<file path="src/rtl/branch_recovery_ctrl_if.sv">
// ---------------------------------------------------------------------------
// branch_recovery_ctrl_if
//
// Groups every non-clock/reset signal of the branch recovery controller.
//
//   Branch FU side : b_done, b_mispredict, b_hit, b_tag, b_target
//   ROB side       : rob_head, rob_tail (pointers)
//                    walk_idx (lookup index, driven by the controller)
//                    walk_has_dest, walk_rd, walk_pd, walk_old_pd
//                    (ROB fields at walk_idx, returned in the same cycle)
//                    tail_restore_valid, tail_restore
//   Fetch side     : redirect_valid, redirect_pc, flush, busy
//   Rename side    : rat_restore_valid/_rd/_pd, free_valid, free_pd
//   Perf counters  : mispredict_count, hit_count
//
// Modports:
//   master - the recovery controller itself
//   slave  - the surrounding pipeline (branch FU, ROB, RAT, fetch)
// ---------------------------------------------------------------------------
interface branch_recovery_ctrl_if #(
    parameter int TAG_W  = 5,
    parameter int PREG_W = 7
);
    // branch functional unit
    logic              b_done;
    logic              b_mispredict;
    logic              b_hit;
    logic [TAG_W-1:0]  b_tag;
    logic [31:0]       b_target;

    // ROB pointers and walk lookup
    logic [TAG_W-1:0]  rob_head;
    logic [TAG_W-1:0]  rob_tail;
    logic [TAG_W-1:0]  walk_idx;
    logic              walk_has_dest;
    logic [4:0]        walk_rd;
    logic [PREG_W-1:0] walk_pd;
    logic [PREG_W-1:0] walk_old_pd;

    // fetch / front end
    logic              redirect_valid;
    logic [31:0]       redirect_pc;
    logic              flush;
    logic              busy;

    // rename map and free list
    logic              rat_restore_valid;
    logic [4:0]        rat_restore_rd;
    logic [PREG_W-1:0] rat_restore_pd;
    logic              free_valid;
    logic [PREG_W-1:0] free_pd;

    // ROB tail truncation
    logic              tail_restore_valid;
    logic [TAG_W-1:0]  tail_restore;

    // performance counters
    logic [31:0]       mispredict_count;
    logic [31:0]       hit_count;

    modport master (
        input  b_done, b_mispredict, b_hit, b_tag, b_target,
        input  rob_head, rob_tail,
        input  walk_has_dest, walk_rd, walk_pd, walk_old_pd,
        output walk_idx,
        output redirect_valid, redirect_pc, flush, busy,
        output rat_restore_valid, rat_restore_rd, rat_restore_pd,
        output free_valid, free_pd,
        output tail_restore_valid, tail_restore,
        output mispredict_count, hit_count
    );

    modport slave (
        output b_done, b_mispredict, b_hit, b_tag, b_target,
        output rob_head, rob_tail,
        output walk_has_dest, walk_rd, walk_pd, walk_old_pd,
        input  walk_idx,
        input  redirect_valid, redirect_pc, flush, busy,
        input  rat_restore_valid, rat_restore_rd, rat_restore_pd,
        input  free_valid, free_pd,
        input  tail_restore_valid, tail_restore,
        input  mispredict_count, hit_count
    );
endinterface

</file>
<file path="src/rtl/branch_recovery_ctrl.sv">
// ---------------------------------------------------------------------------
// branch_recovery_ctrl
//
// Misprediction recovery for an out-of-order core. On a mispredicted branch
// it redirects fetch and flushes the front end, walks the ROB backward from
// the youngest entry down to the entry just above the branch (one entry per
// cycle) restoring the rename map and freeing the squashed physical
// registers, then truncates the ROB tail to just above the branch.
//
// Ports:
//   clk    - rising-edge clock
//   reset  - asynchronous, active-low reset
//   brc    - branch_recovery_ctrl_if.master (see interface for signal list)
//
// Every output is registered except the rename/free pass-through, which is
// qualified combinationally from the ROB fields returned for walk_idx.
// ---------------------------------------------------------------------------
module branch_recovery_ctrl #(
    parameter int ROB_DEPTH = 32,
    parameter int PREG_W    = 7
) (
    input  logic                   clk,
    input  logic                   reset,
    branch_recovery_ctrl_if.master brc
);
    localparam int TAG_W = $clog2(ROB_DEPTH);

    typedef logic [TAG_W-1:0]  tag_t;
    typedef logic [PREG_W-1:0] preg_t;

    typedef enum logic [1:0] {
        IDLE     = 2'd0,
        REDIRECT = 2'd1,
        WALK     = 2'd2,
        TRUNC    = 2'd3
    } state_t;

    // -----------------------------------------------------------------------
    // State
    // -----------------------------------------------------------------------
    state_t      state_reg,    state_next;
    tag_t        cur_tag_reg,  cur_tag_next;   // branch being recovered
    logic [31:0] cur_pc_reg,   cur_pc_next;    // its corrected target
    tag_t        walk_ptr_reg, walk_ptr_next;  // next ROB entry to undo
    tag_t        head_reg,     head_next;      // ROB head captured at accept

    // registered outputs
    logic        redirect_valid_reg;
    logic [31:0] redirect_pc_reg;
    logic        flush_reg;
    logic        busy_reg;
    logic        walk_valid_reg;
    tag_t        walk_idx_reg;
    logic        tail_restore_valid_reg;
    tag_t        tail_restore_reg;
    logic [31:0] mispredict_count_reg;
    logic [31:0] hit_count_reg;

    logic        mp_event;
    logic        hit_event;
    logic        nested_older;

    assign mp_event  = brc.b_done & brc.b_mispredict;
    assign hit_event = brc.b_done & brc.b_hit;

    // Age relative to the head captured when recovery started. The ROB does
    // not allocate while busy, so that head stays a valid reference point.
    // Unsigned TAG_W subtraction gives the modulo-ROB_DEPTH wrap for free.
    function automatic tag_t age(input tag_t t, input tag_t h);
        return t - h;
    endfunction

    // A mispredict arriving during recovery only matters if it is strictly
    // older than the branch being recovered; anything younger or equal is
    // already in the squashed region.
    assign nested_older = mp_event &&
                          (age(brc.b_tag, head_reg) < age(cur_tag_reg, head_reg));

    // -----------------------------------------------------------------------
    // Next-state logic
    // -----------------------------------------------------------------------
    always_comb begin
        state_next    = state_reg;
        cur_tag_next  = cur_tag_reg;
        cur_pc_next   = cur_pc_reg;
        walk_ptr_next = walk_ptr_reg;
        head_next     = head_reg;

        case (state_reg)
            IDLE: begin
                if (mp_event) begin
                    state_next    = REDIRECT;
                    cur_tag_next  = brc.b_tag;
                    cur_pc_next   = brc.b_target;
                    walk_ptr_next = brc.rob_tail - 1'b1;
                    head_next     = brc.rob_head;
                end
            end
            REDIRECT: begin
                // Branch already youngest -> nothing to undo.
                state_next = (walk_ptr_reg != cur_tag_reg) ? WALK : TRUNC;
            end
            WALK: begin
                walk_ptr_next = walk_ptr_reg - 1'b1;
                if (walk_ptr_reg == cur_tag_reg + 1'b1) begin
                    state_next = TRUNC;
                end
            end
            TRUNC: begin
                state_next = IDLE;
            end
            default: begin
                state_next = IDLE;
            end
        endcase

        // An older mispredict retargets the recovery. walk_ptr is kept (and
        // a WALK step in this cycle still decrements it above), so the walk
        // resumes below what has already been undone and simply continues
        // further down to the new branch.
        if (state_reg != IDLE && nested_older) begin
            state_next   = REDIRECT;
            cur_tag_next = brc.b_tag;
            cur_pc_next  = brc.b_target;
        end
    end

    // -----------------------------------------------------------------------
    // State and output registers. Outputs are decoded from the next state so
    // they line up with the state they describe.
    // -----------------------------------------------------------------------
    always_ff @(posedge clk or negedge reset) begin
        if (!reset) begin
            state_reg              <= IDLE;
            cur_tag_reg            <= '0;
            cur_pc_reg             <= '0;
            walk_ptr_reg           <= '0;
            head_reg               <= '0;
            redirect_valid_reg     <= 1'b0;
            redirect_pc_reg        <= '0;
            flush_reg              <= 1'b0;
            busy_reg               <= 1'b0;
            walk_valid_reg         <= 1'b0;
            walk_idx_reg           <= '0;
            tail_restore_valid_reg <= 1'b0;
            tail_restore_reg       <= '0;
            mispredict_count_reg   <= '0;
            hit_count_reg          <= '0;
        end else begin
            state_reg    <= state_next;
            cur_tag_reg  <= cur_tag_next;
            cur_pc_reg   <= cur_pc_next;
            walk_ptr_reg <= walk_ptr_next;
            head_reg     <= head_next;

            redirect_valid_reg     <= (state_next == REDIRECT);
            flush_reg              <= (state_next == REDIRECT);
            busy_reg               <= (state_next != IDLE);
            walk_valid_reg         <= (state_next == WALK);
            tail_restore_valid_reg <= (state_next == TRUNC);

            if (state_next == REDIRECT) begin
                redirect_pc_reg <= cur_pc_next;
            end
            if (state_next == WALK) begin
                walk_idx_reg <= walk_ptr_next;
            end
            if (state_next == TRUNC) begin
                tail_restore_reg <= cur_tag_next + 1'b1;
            end

            // Every reported mispredict counts, including ignored ones.
            if (mp_event) begin
                mispredict_count_reg <= mispredict_count_reg + 32'd1;
            end
            if (hit_event) begin
                hit_count_reg <= hit_count_reg + 32'd1;
            end
        end
    end

    // -----------------------------------------------------------------------
    // Outputs
    // -----------------------------------------------------------------------
    preg_t old_pd_w;
    preg_t sq_pd_w;
    logic  restore_w;

    assign old_pd_w  = brc.walk_old_pd;
    assign sq_pd_w   = brc.walk_pd;
    assign restore_w = walk_valid_reg & brc.walk_has_dest;

    assign brc.walk_idx           = walk_idx_reg;
    assign brc.redirect_valid     = redirect_valid_reg;
    assign brc.redirect_pc        = redirect_pc_reg;
    assign brc.flush              = flush_reg;
    assign brc.busy               = busy_reg;
    assign brc.rat_restore_valid  = restore_w;
    assign brc.rat_restore_rd     = brc.walk_rd;
    assign brc.rat_restore_pd     = old_pd_w;
    assign brc.free_valid         = restore_w;
    assign brc.free_pd            = sq_pd_w;
    assign brc.tail_restore_valid = tail_restore_valid_reg;
    assign brc.tail_restore       = tail_restore_reg;
    assign brc.mispredict_count   = mispredict_count_reg;
    assign brc.hit_count          = hit_count_reg;

endmodule

</file>
<file path="src/flat_wrapper.sv">
// flat-port wrapper written by rule: the top's interface ports become plain ports
module branch_recovery_ctrl_flat 
#(
    parameter int ROB_DEPTH = 32,
    parameter int PREG_W    = 7
)
  (clk, reset, brc_b_done, brc_b_mispredict, brc_b_hit, brc_b_tag, brc_b_target, brc_rob_head, brc_rob_tail, brc_walk_has_dest, brc_walk_rd, brc_walk_pd, brc_walk_old_pd, brc_walk_idx, brc_redirect_valid, brc_redirect_pc, brc_flush, brc_busy, brc_rat_restore_valid, brc_rat_restore_rd, brc_rat_restore_pd, brc_free_valid, brc_free_pd, brc_tail_restore_valid, brc_tail_restore, brc_mispredict_count, brc_hit_count);
  branch_recovery_ctrl_if #(.TAG_W(5), .PREG_W(PREG_W)) brc_i ();
  input  logic clk;
  input  logic reset;
  input wire logic [$bits(brc_i.b_done)-1:0] brc_b_done;
  input wire logic [$bits(brc_i.b_mispredict)-1:0] brc_b_mispredict;
  input wire logic [$bits(brc_i.b_hit)-1:0] brc_b_hit;
  input wire logic [$bits(brc_i.b_tag)-1:0] brc_b_tag;
  input wire logic [$bits(brc_i.b_target)-1:0] brc_b_target;
  input wire logic [$bits(brc_i.rob_head)-1:0] brc_rob_head;
  input wire logic [$bits(brc_i.rob_tail)-1:0] brc_rob_tail;
  input wire logic [$bits(brc_i.walk_has_dest)-1:0] brc_walk_has_dest;
  input wire logic [$bits(brc_i.walk_rd)-1:0] brc_walk_rd;
  input wire logic [$bits(brc_i.walk_pd)-1:0] brc_walk_pd;
  input wire logic [$bits(brc_i.walk_old_pd)-1:0] brc_walk_old_pd;
  output wire logic [$bits(brc_i.walk_idx)-1:0] brc_walk_idx;
  output wire logic [$bits(brc_i.redirect_valid)-1:0] brc_redirect_valid;
  output wire logic [$bits(brc_i.redirect_pc)-1:0] brc_redirect_pc;
  output wire logic [$bits(brc_i.flush)-1:0] brc_flush;
  output wire logic [$bits(brc_i.busy)-1:0] brc_busy;
  output wire logic [$bits(brc_i.rat_restore_valid)-1:0] brc_rat_restore_valid;
  output wire logic [$bits(brc_i.rat_restore_rd)-1:0] brc_rat_restore_rd;
  output wire logic [$bits(brc_i.rat_restore_pd)-1:0] brc_rat_restore_pd;
  output wire logic [$bits(brc_i.free_valid)-1:0] brc_free_valid;
  output wire logic [$bits(brc_i.free_pd)-1:0] brc_free_pd;
  output wire logic [$bits(brc_i.tail_restore_valid)-1:0] brc_tail_restore_valid;
  output wire logic [$bits(brc_i.tail_restore)-1:0] brc_tail_restore;
  output wire logic [$bits(brc_i.mispredict_count)-1:0] brc_mispredict_count;
  output wire logic [$bits(brc_i.hit_count)-1:0] brc_hit_count;
  assign brc_i.b_done = brc_b_done;
  assign brc_i.b_mispredict = brc_b_mispredict;
  assign brc_i.b_hit = brc_b_hit;
  assign brc_i.b_tag = brc_b_tag;
  assign brc_i.b_target = brc_b_target;
  assign brc_i.rob_head = brc_rob_head;
  assign brc_i.rob_tail = brc_rob_tail;
  assign brc_i.walk_has_dest = brc_walk_has_dest;
  assign brc_i.walk_rd = brc_walk_rd;
  assign brc_i.walk_pd = brc_walk_pd;
  assign brc_i.walk_old_pd = brc_walk_old_pd;
  assign brc_walk_idx = brc_i.walk_idx;
  assign brc_redirect_valid = brc_i.redirect_valid;
  assign brc_redirect_pc = brc_i.redirect_pc;
  assign brc_flush = brc_i.flush;
  assign brc_busy = brc_i.busy;
  assign brc_rat_restore_valid = brc_i.rat_restore_valid;
  assign brc_rat_restore_rd = brc_i.rat_restore_rd;
  assign brc_rat_restore_pd = brc_i.rat_restore_pd;
  assign brc_free_valid = brc_i.free_valid;
  assign brc_free_pd = brc_i.free_pd;
  assign brc_tail_restore_valid = brc_i.tail_restore_valid;
  assign brc_tail_restore = brc_i.tail_restore;
  assign brc_mispredict_count = brc_i.mispredict_count;
  assign brc_hit_count = brc_i.hit_count;
  branch_recovery_ctrl #(.ROB_DEPTH(ROB_DEPTH), .PREG_W(PREG_W)) u_core (.clk(clk), .reset(reset), .brc(brc_i));
endmodule
</file>
<file path="config.mk">
export PLATFORM = sky130hd
export DESIGN_NAME = branch_recovery_ctrl_flat
export DESIGN_NICKNAME = d
export VERILOG_FILES = /design/src/rtl/branch_recovery_ctrl_if.sv /design/src/rtl/branch_recovery_ctrl.sv /design/src/flat_wrapper.sv
export SDC_FILE = /design/constraint.sdc
export NUM_CORES = 1
export LEC_CHECK = 0
export BUFFER_PORTS_ARGS = -buffer_cell sky130_fd_sc_hd__buf_2
export CAP_MARGIN = 5
export CORE_MARGIN = 10
export CORE_UTILIZATION = 54
export CTS_CLUSTER_SIZE = 16
export DETAILED_ROUTE_END_ITERATION = 12
export GPL_TIMING_DRIVEN = 0
export PLACE_DENSITY = 0.81
export SLEW_MARGIN = 0
export SYNTH_ARGS = -nofsm -noshare
export SYNTH_HDL_FRONTEND = slang
export SYNTH_SLANG_ARGS = --single-unit
</file>
<file path="constraint.sdc">
create_clock -name clk -period 4.69 [get_ports clk]
set_input_delay 0 -clock clk [delete_from_list [all_inputs] [get_ports clk]]
set_output_delay 0 -clock clk [all_outputs]
set_load 0.01 [all_outputs]
</file>
==> flow_summary.ini, run 1 <==
[outcome]
status = complete, no violations

[sta]
period_share_pct = 84.79
hold_viol_final = 0
finalSetupViolCount = 0
setup_tns_ps = 0
clock_skew_ps = 8.691
drv_slew = 0
fmax_mhz = 251.5
layout_min_cycle_time_ps = 3977
worst_pin_slew_ps = 867.7
rsz0062_at_grt = false
slew_headroom_pct = 41.71

[synth]
synth_cell_types = 51
ys.flop_type = dfrtp_1
synth-seq-cells = 159
synthArstFlopShare_pct = 100.0
synthesis.nets = 797
ys_warn_count = 0
yosys.area.top_type_share_pct = 50.30
synthCells = 703
synth_xor_area_share_pct = 9.839
synth.area.mux_share_pct = 6.691
synth_top_family_by_area = simple AND/OR/NAND/NOR gates
yosys.area.top_type = dfrtp_1
synthAdderAreaFrac_pct = 3.670
synthTopCellsByArea = dfrtp_1, xnor2_1, mux2_2
yosysSeqAreaShare_pct = 50.30
synth_edf_count = 0
synth_simple_gate_area_share_pct = 12.35
synth.cell_area_mm2 = 0.007910
synth_compound_area_share_pct = 10.36
syn_avg_cell_area_um2 = 11.25

[clock_tree]
cts-buffers-inserted = 17
clk_path_buf_depth = 2
clk_latency_ps = 420
cts_resized = 0
h-tree-depth = 4
cts_post_setup_buffers_inserted = 0
clk_pin_slew_ps = 60
clock-root-buffer = clkbuf_16
cts_tree = built
cts.sinks = 159

[routing]
routed_wl_um = 19420
drc = 0
drt_iter0_drc = 308
vias = 6046
firstDrtPassIters = 5
wire_per_inst_um = 16.93
vias_per_cell = 5.271
detail-route-antenna-nets = 0

[layout]
synthToLayoutAreaGrowth_pct = 27.38
fin_util_pct = 69.86
layout.nets = 1046
layout-drive-gt1-share_pct = 34.93

[power_and_ir_drop]
irDropWorstVdd_v = 0.0003777
power_density_mw_per_mm2 = 676.8
p_leak_nw = 5.002

[setup_path]
worstReg2RegStart = u_core.cur_tag_reg[0]
path_buf_inv = 4
path_class = reg -> reg
critPathTopFamily = compound AO/OA/AOI/OAI gates
path_cells = clkbuf_2, inv_1, ha_1, inv_1, fa_1, a21o_1, a21oi_1, xnor2_1, ha_1, a211oi_1, o21ai_0, a41oi_4, nand2_1, clkbuf_1, nor2_1, a221oi_2
crit_fanout = 10
required_ps = 4990
end_kind = register
cp-startpoint = u_core.cur_tag_reg[0]
critPathMaxStageDelay_ps = 440
critPathLaunchType = register
cp.arrival_ps = 4270
slowest_stage = a41oi_4

[hold_path]
hold_path.class = in -> reg
min_from = brc_rob_tail[0]

[floorplanning]
rows = 44
initial_utilization_pct = 54.84
core_area_mm2 = 0.01442
io_pins = 203
dieArea_mm2 = 0.01989
die_x_um = 141.0
die_h_um = 141.0

[job]
cap_violations = 0

[global_route]
grt_first_pass_wirelength_um = 31970
antenna_found_initial = 1
grt_max_degree = 82
grt_pass1_vias = 6295
grt-ovfl-total = 0
grt_usage_pct = 19.61

[placed_design]
gp_congestion = 0.8056
io_buffers = 182
detailed_place_hpwl_um = 13910
[timing repair]
item                                    4_1_cts  5_1_grt
hold buffers                                 47        0
endpoints found under the setup margin        0        0
hold endpoints to repair                    159        0
[layer usage]
layer	up-vias	part of all wire [%]	track usage, %
li1	2886	-	-
met2	160	51	32.49
met5	-	0	0
met1	2972	42	23.59
met4	0	2.2	7.609
met3	28	5.0	5.643
[logic make-up (layout without fill, tap and decap cells)]
group / Yosys count / count (layout)
AO/OA/AOI/OAI: 76 / 76
XOR/XNOR: 88 / 88
adder cells (fa/ha/maj): 22 / 22
buffers and inverters: 104 / 363
flip-flops: 159 / 159
multiplexers: 47 / 47
other: 0 / 1
AND/OR/NAND/NOR: 207 / 207
[synthesized netlist by cell type (2+ instances only)]
cell type  instances
a21o_1             7
nor3_1             6
buf_2              7
nand2_1           41
o21ai_0            6
a221o_1            4
and4_1             5
dfrtp_1          159
nor3b_1            2
and2_1             2
buf_4             22
o211ai_1           2
a222oi_1           2
a221oi_2          29
and3_1            20
xor2_1            22
clkbuf_1          10
nor2b_1            2
fa_1               2
clkbuf_2           2
buf_6              7
ha_1              20
mux2_2            47
nor2_1            81
inv_1             55
nand3_1           27
a221oi_1           4
a21oi_1           10
nand4_1           14
xnor2_1           65
[through the flow]
step / setup slack, ps / hold WS [ps] / cells / cell area, um^2 / power, mW
floorplan: 1221 / -295.6 / 703 / 7910 / 4.698
finish: 713.4 / 30.95 / 1147 / 10080 / 6.820
detailed placement: 734.8 / 18.01 / 1070 / 9089 / 5.583
global placement: 837.5 / 188.8 / 1069 / 9051 / 5.469
global route: 380.1 / 40.21 / 1147 / 10080 / 7.313
CTS: 704.3 / 12.67 / 1146 / 10070 / 6.856
[where the power goes]
part	switching [mW]	leakage [nW]	internal [mW]
Clock	0.523	0.253	0.704
Combinational	1.85	2.78	1.57
Sequential	0.318	1.97	1.86
Total	2.69	5.00	4.13
[final cells by class]
| cell class | count | area [um^2] |
|---|---|---|
| diodes | 1 | 2.502 |
| repair buffers | 230 | 1419 |
| flip-flops and latches | 159 | 3979 |
| multi-input cells | 440 | 3395 |
| plain buffers | 48 | 326.6 |
| clock inverters | 7 | 40.04 |
| inverters | 56 | 210.2 |
| clock buffers | 22 | 474.2 |
| fillers | 1054 | 4348 |
| well taps | 184 | 230.2 |
[cell usage in the layout, fill, tap and decap left out, types with 3 or more instances in the layout]
master | netlist | layout
a21o_1 | 7 | 7
a21oi_1 | 10 | 10
a221o_1 | 4 | 4
a221oi_1 | 4 | 4
a221oi_2 | 29 | 29
and3_1 | 20 | 20
and4_1 | 5 | 5
buf_2 | 7 | 188
buf_4 | 22 | 22
buf_6 | 7 | 7
clkbuf_1 | 10 | 12
clkbuf_16 | 0 | 17
clkbuf_8 | 0 | 3
clkinv_2 | 0 | 5
dfrtp_1 | 159 | 159
dlygate4sd3_1 | 0 | 47
ha_1 | 20 | 20
inv_1 | 55 | 55
mux2_2 | 47 | 47
nand2_1 | 41 | 41
nand3_1 | 27 | 27
nand4_1 | 14 | 14
nor2_1 | 81 | 81
nor3_1 | 6 | 6
o21ai_0 | 6 | 6
xnor2_1 | 65 | 65
xor2_1 | 22 | 22
[tightest hold or removal path, cell delays in order]
cell and delay [ps]:
buf_2 110, o21ai_0 90, a21o_1 200
[path summary, 6_finish.rpt]
check / endpoint / slack (ps) / cells past startpoint
setup reg to reg: u_core.brc.redirect_pc[23] / 710 / 16
min in group asynchronous: u_core.brc.mispredict_count[13] / 150 / 2
max in group asynchronous: u_core.cur_pc_reg[18] / 3750 / 3
hold reg to reg: u_core.brc.mispredict_count[31] / 470 / 1
hold / removal: u_core.walk_ptr_reg[0] / 30 / 3
setup / recovery: u_core.brc.redirect_pc[23] / 710 / 16
Power figures use the tool's default switching activity.
==> inputs of run 2 (changes only) <==
- CORE_UTILIZATION: 54 -> 48
- PLACE_DENSITY: 0.81 -> 0.76
- clock period: 4.69 -> 3.3 ns (I/O delays scaled with it)
==> flow_summary.ini, run 2 (same netlist as run 1, synthesis figures left out) <==
[outcome]
status = complete, but fails checks
violations = setup timing

[job]
cap_violations = 0

[sta]
worst_pin_slew_ps = 803.2
hold_viol_final = 0
finalSetupViolCount = 6
clock_skew_ps = 12.62
slew_headroom_pct = 46.04
drv_slew = 0
setup_ws_ps = -18.09
fmax_mhz = 301.4
rsz0062_at_grt = true
period_share_pct = 100.5
layout_min_cycle_time_ps = 3318

[layout]
antenna_cells = 0
layout.nets = 1071
synthToLayoutAreaGrowth_pct = 37.95
final_cells = 1206
final_common_cell = buf_2
final_cell_mix = buf_2, dfrtp_1, nor2_1
fin_area_mm2 = 0.01091
fin_util_pct = 68.20
layout-drive-gt1-share_pct = 40.51
fill_cells = 1175

[global_route]
grt_max_degree = 83
grt_usage_pct = 18.73
grt_pass1_vias = 6554
grt-ovfl-total = 0
antenna_found_initial = 0
grt_first_pass_wirelength_um = 33640

[setup_path]
path_cells = inv_2, ha_4, inv_2, fa_2, a21o_1, a21oi_2, xnor2_2, ha_4, a211oi_4, o21ai_2, a41oi_4, buf_6, buf_8, buf_6, nor3_4, mux2_2
cp-startpoint = u_core.cur_tag_reg[0]
path_class = reg -> reg
critPathLaunchType = register
slowest_stage = dfrtp_2
worstReg2RegStart = u_core.cur_tag_reg[0]
critPathTopFamily = adder cells
crit_fanout = 6
cp.arrival_ps = 3620
end_kind = register
critPathMaxStageDelay_ps = 410
required_ps = 3600
path_buf_inv = 5

[clock_tree]
clk_path_buf_depth = 2
clock-root-buffer = clkbuf_16
clk_pin_slew_ps = 60
cts_tree = built
cts-buffers-inserted = 17
cts.sinks = 159
h-tree-depth = 4
clk_latency_ps = 430

[floorplanning]
dieArea_mm2 = 0.02201
core_area_mm2 = 0.01600
die_h_um = 148.4
io_pins = 203
rows = 46
initial_utilization_pct = 49.44
die_x_um = 148.4

[hold_path]
hold_path.class = in -> reg
min_from = brc_rob_tail[2]

[placed_design]
io_buffers = 182
detailed_place_hpwl_um = 14150
post_dp_cell_area_mm2 = 0.009181
pre_cts_slack_ps = -503.1
gp_congestion = 0.8069
place_inst = 1102

[routing]
firstDrtPassIters = 6
wire_per_inst_um = 17.43
routed_wl_um = 21020
drt_iter0_drc = 296
vias_per_cell = 5.117
drc = 0
vias = 6171
detail-route-antenna-nets = 0

[power_and_ir_drop]
irDropWorstVdd_v = 0.0006120
p_leak_nw = 5.350
power_density_mw_per_mm2 = 1093
run 2: stage by stage:
step | TNS, ps | total power, mW | hold WS, ps
6_report | -65.92 | 11.93 | 47.58
5_1_grt | -8302 | 12.68 | 100.4
4_1_cts | -428.2 | 11.44 | 37.94
3_5_place_dp | -29180 | 8.091 | 27.67
3_3_place_gp | -64050 | 7.929 | 189.4
2_1_floorplan | 0 | 6.793 | -295.6
run 2: where the power goes:
| part | switching [mW] | internal [mW] |
|---|---|---|
| logic | 3.32 | 3.60 |
| clock network | 0.815 | 1.07 |
| registers | 0.476 | 2.64 |
run 2: tightest hold or removal path: cells and delay by family:
family                    cells  cell delay (ps)
AOI/OAI and AO/OA             1               90
xor gates and xnor gates      1               60
buffers and inverters         1              110
and+or+nand+nor               2              170
run 2: worst paths after layout:
| check | cells past startpoint | slack [ps] | to |
|---|---|---|---|
| hold / removal | 5 | 50 | u_core.walk_ptr_reg[2] |
| min in group asynchronous | 2 | 140 | u_core.brc.mispredict_count[16] |
| max in group asynchronous | 3 | 2340 | u_core.cur_pc_reg[31] |
| hold reg to reg | 1 | 480 | u_core.brc.mispredict_count[31] |
| setup / recovery | 16 | -20 | u_core.brc.walk_idx[2] |
| setup reg to reg | 16 | -20 | u_core.brc.walk_idx[2] |
run 2: what timing repair did:
action,4_1_cts,5_1_grt
setup buffers,20,3
resized for setup,45,53
endpoints found under the setup margin,84,79
hold buffers,48,0
pin swaps,23,28
endpoints found under the hold margin,158,0
cloned,4,1
run 2: layout make-up:
cell class	instances	area, um^2	share of cell area (%)
Sequential cell	159	3981	36.49
Multi-Input combinational cell	440	3695	33.86
Timing Repair Buffer	258	1807	16.56
Clock buffer	23	498.0	4.564
Buffer	45	372.9	3.417
Tap cell	216	270.3	2.477
Inverter	56	215.2	1.972
Clock inverter	9	72.57	0.6651
run 2: routing by layer:
| layer | vias to the layer above | global-route usage (%) | part of all wire (%) |
|---|---|---|---|
| met4 | 0 | 5.699 | 1.9 |
| met1 | 3039 | 22.81 | 42 |
| li1 | 2931 | - | - |
| met5 | - | 0 | 0 |
| met2 | 175 | 31.53 | 50 |
| met3 | 26 | 5.249 | 6.0 |
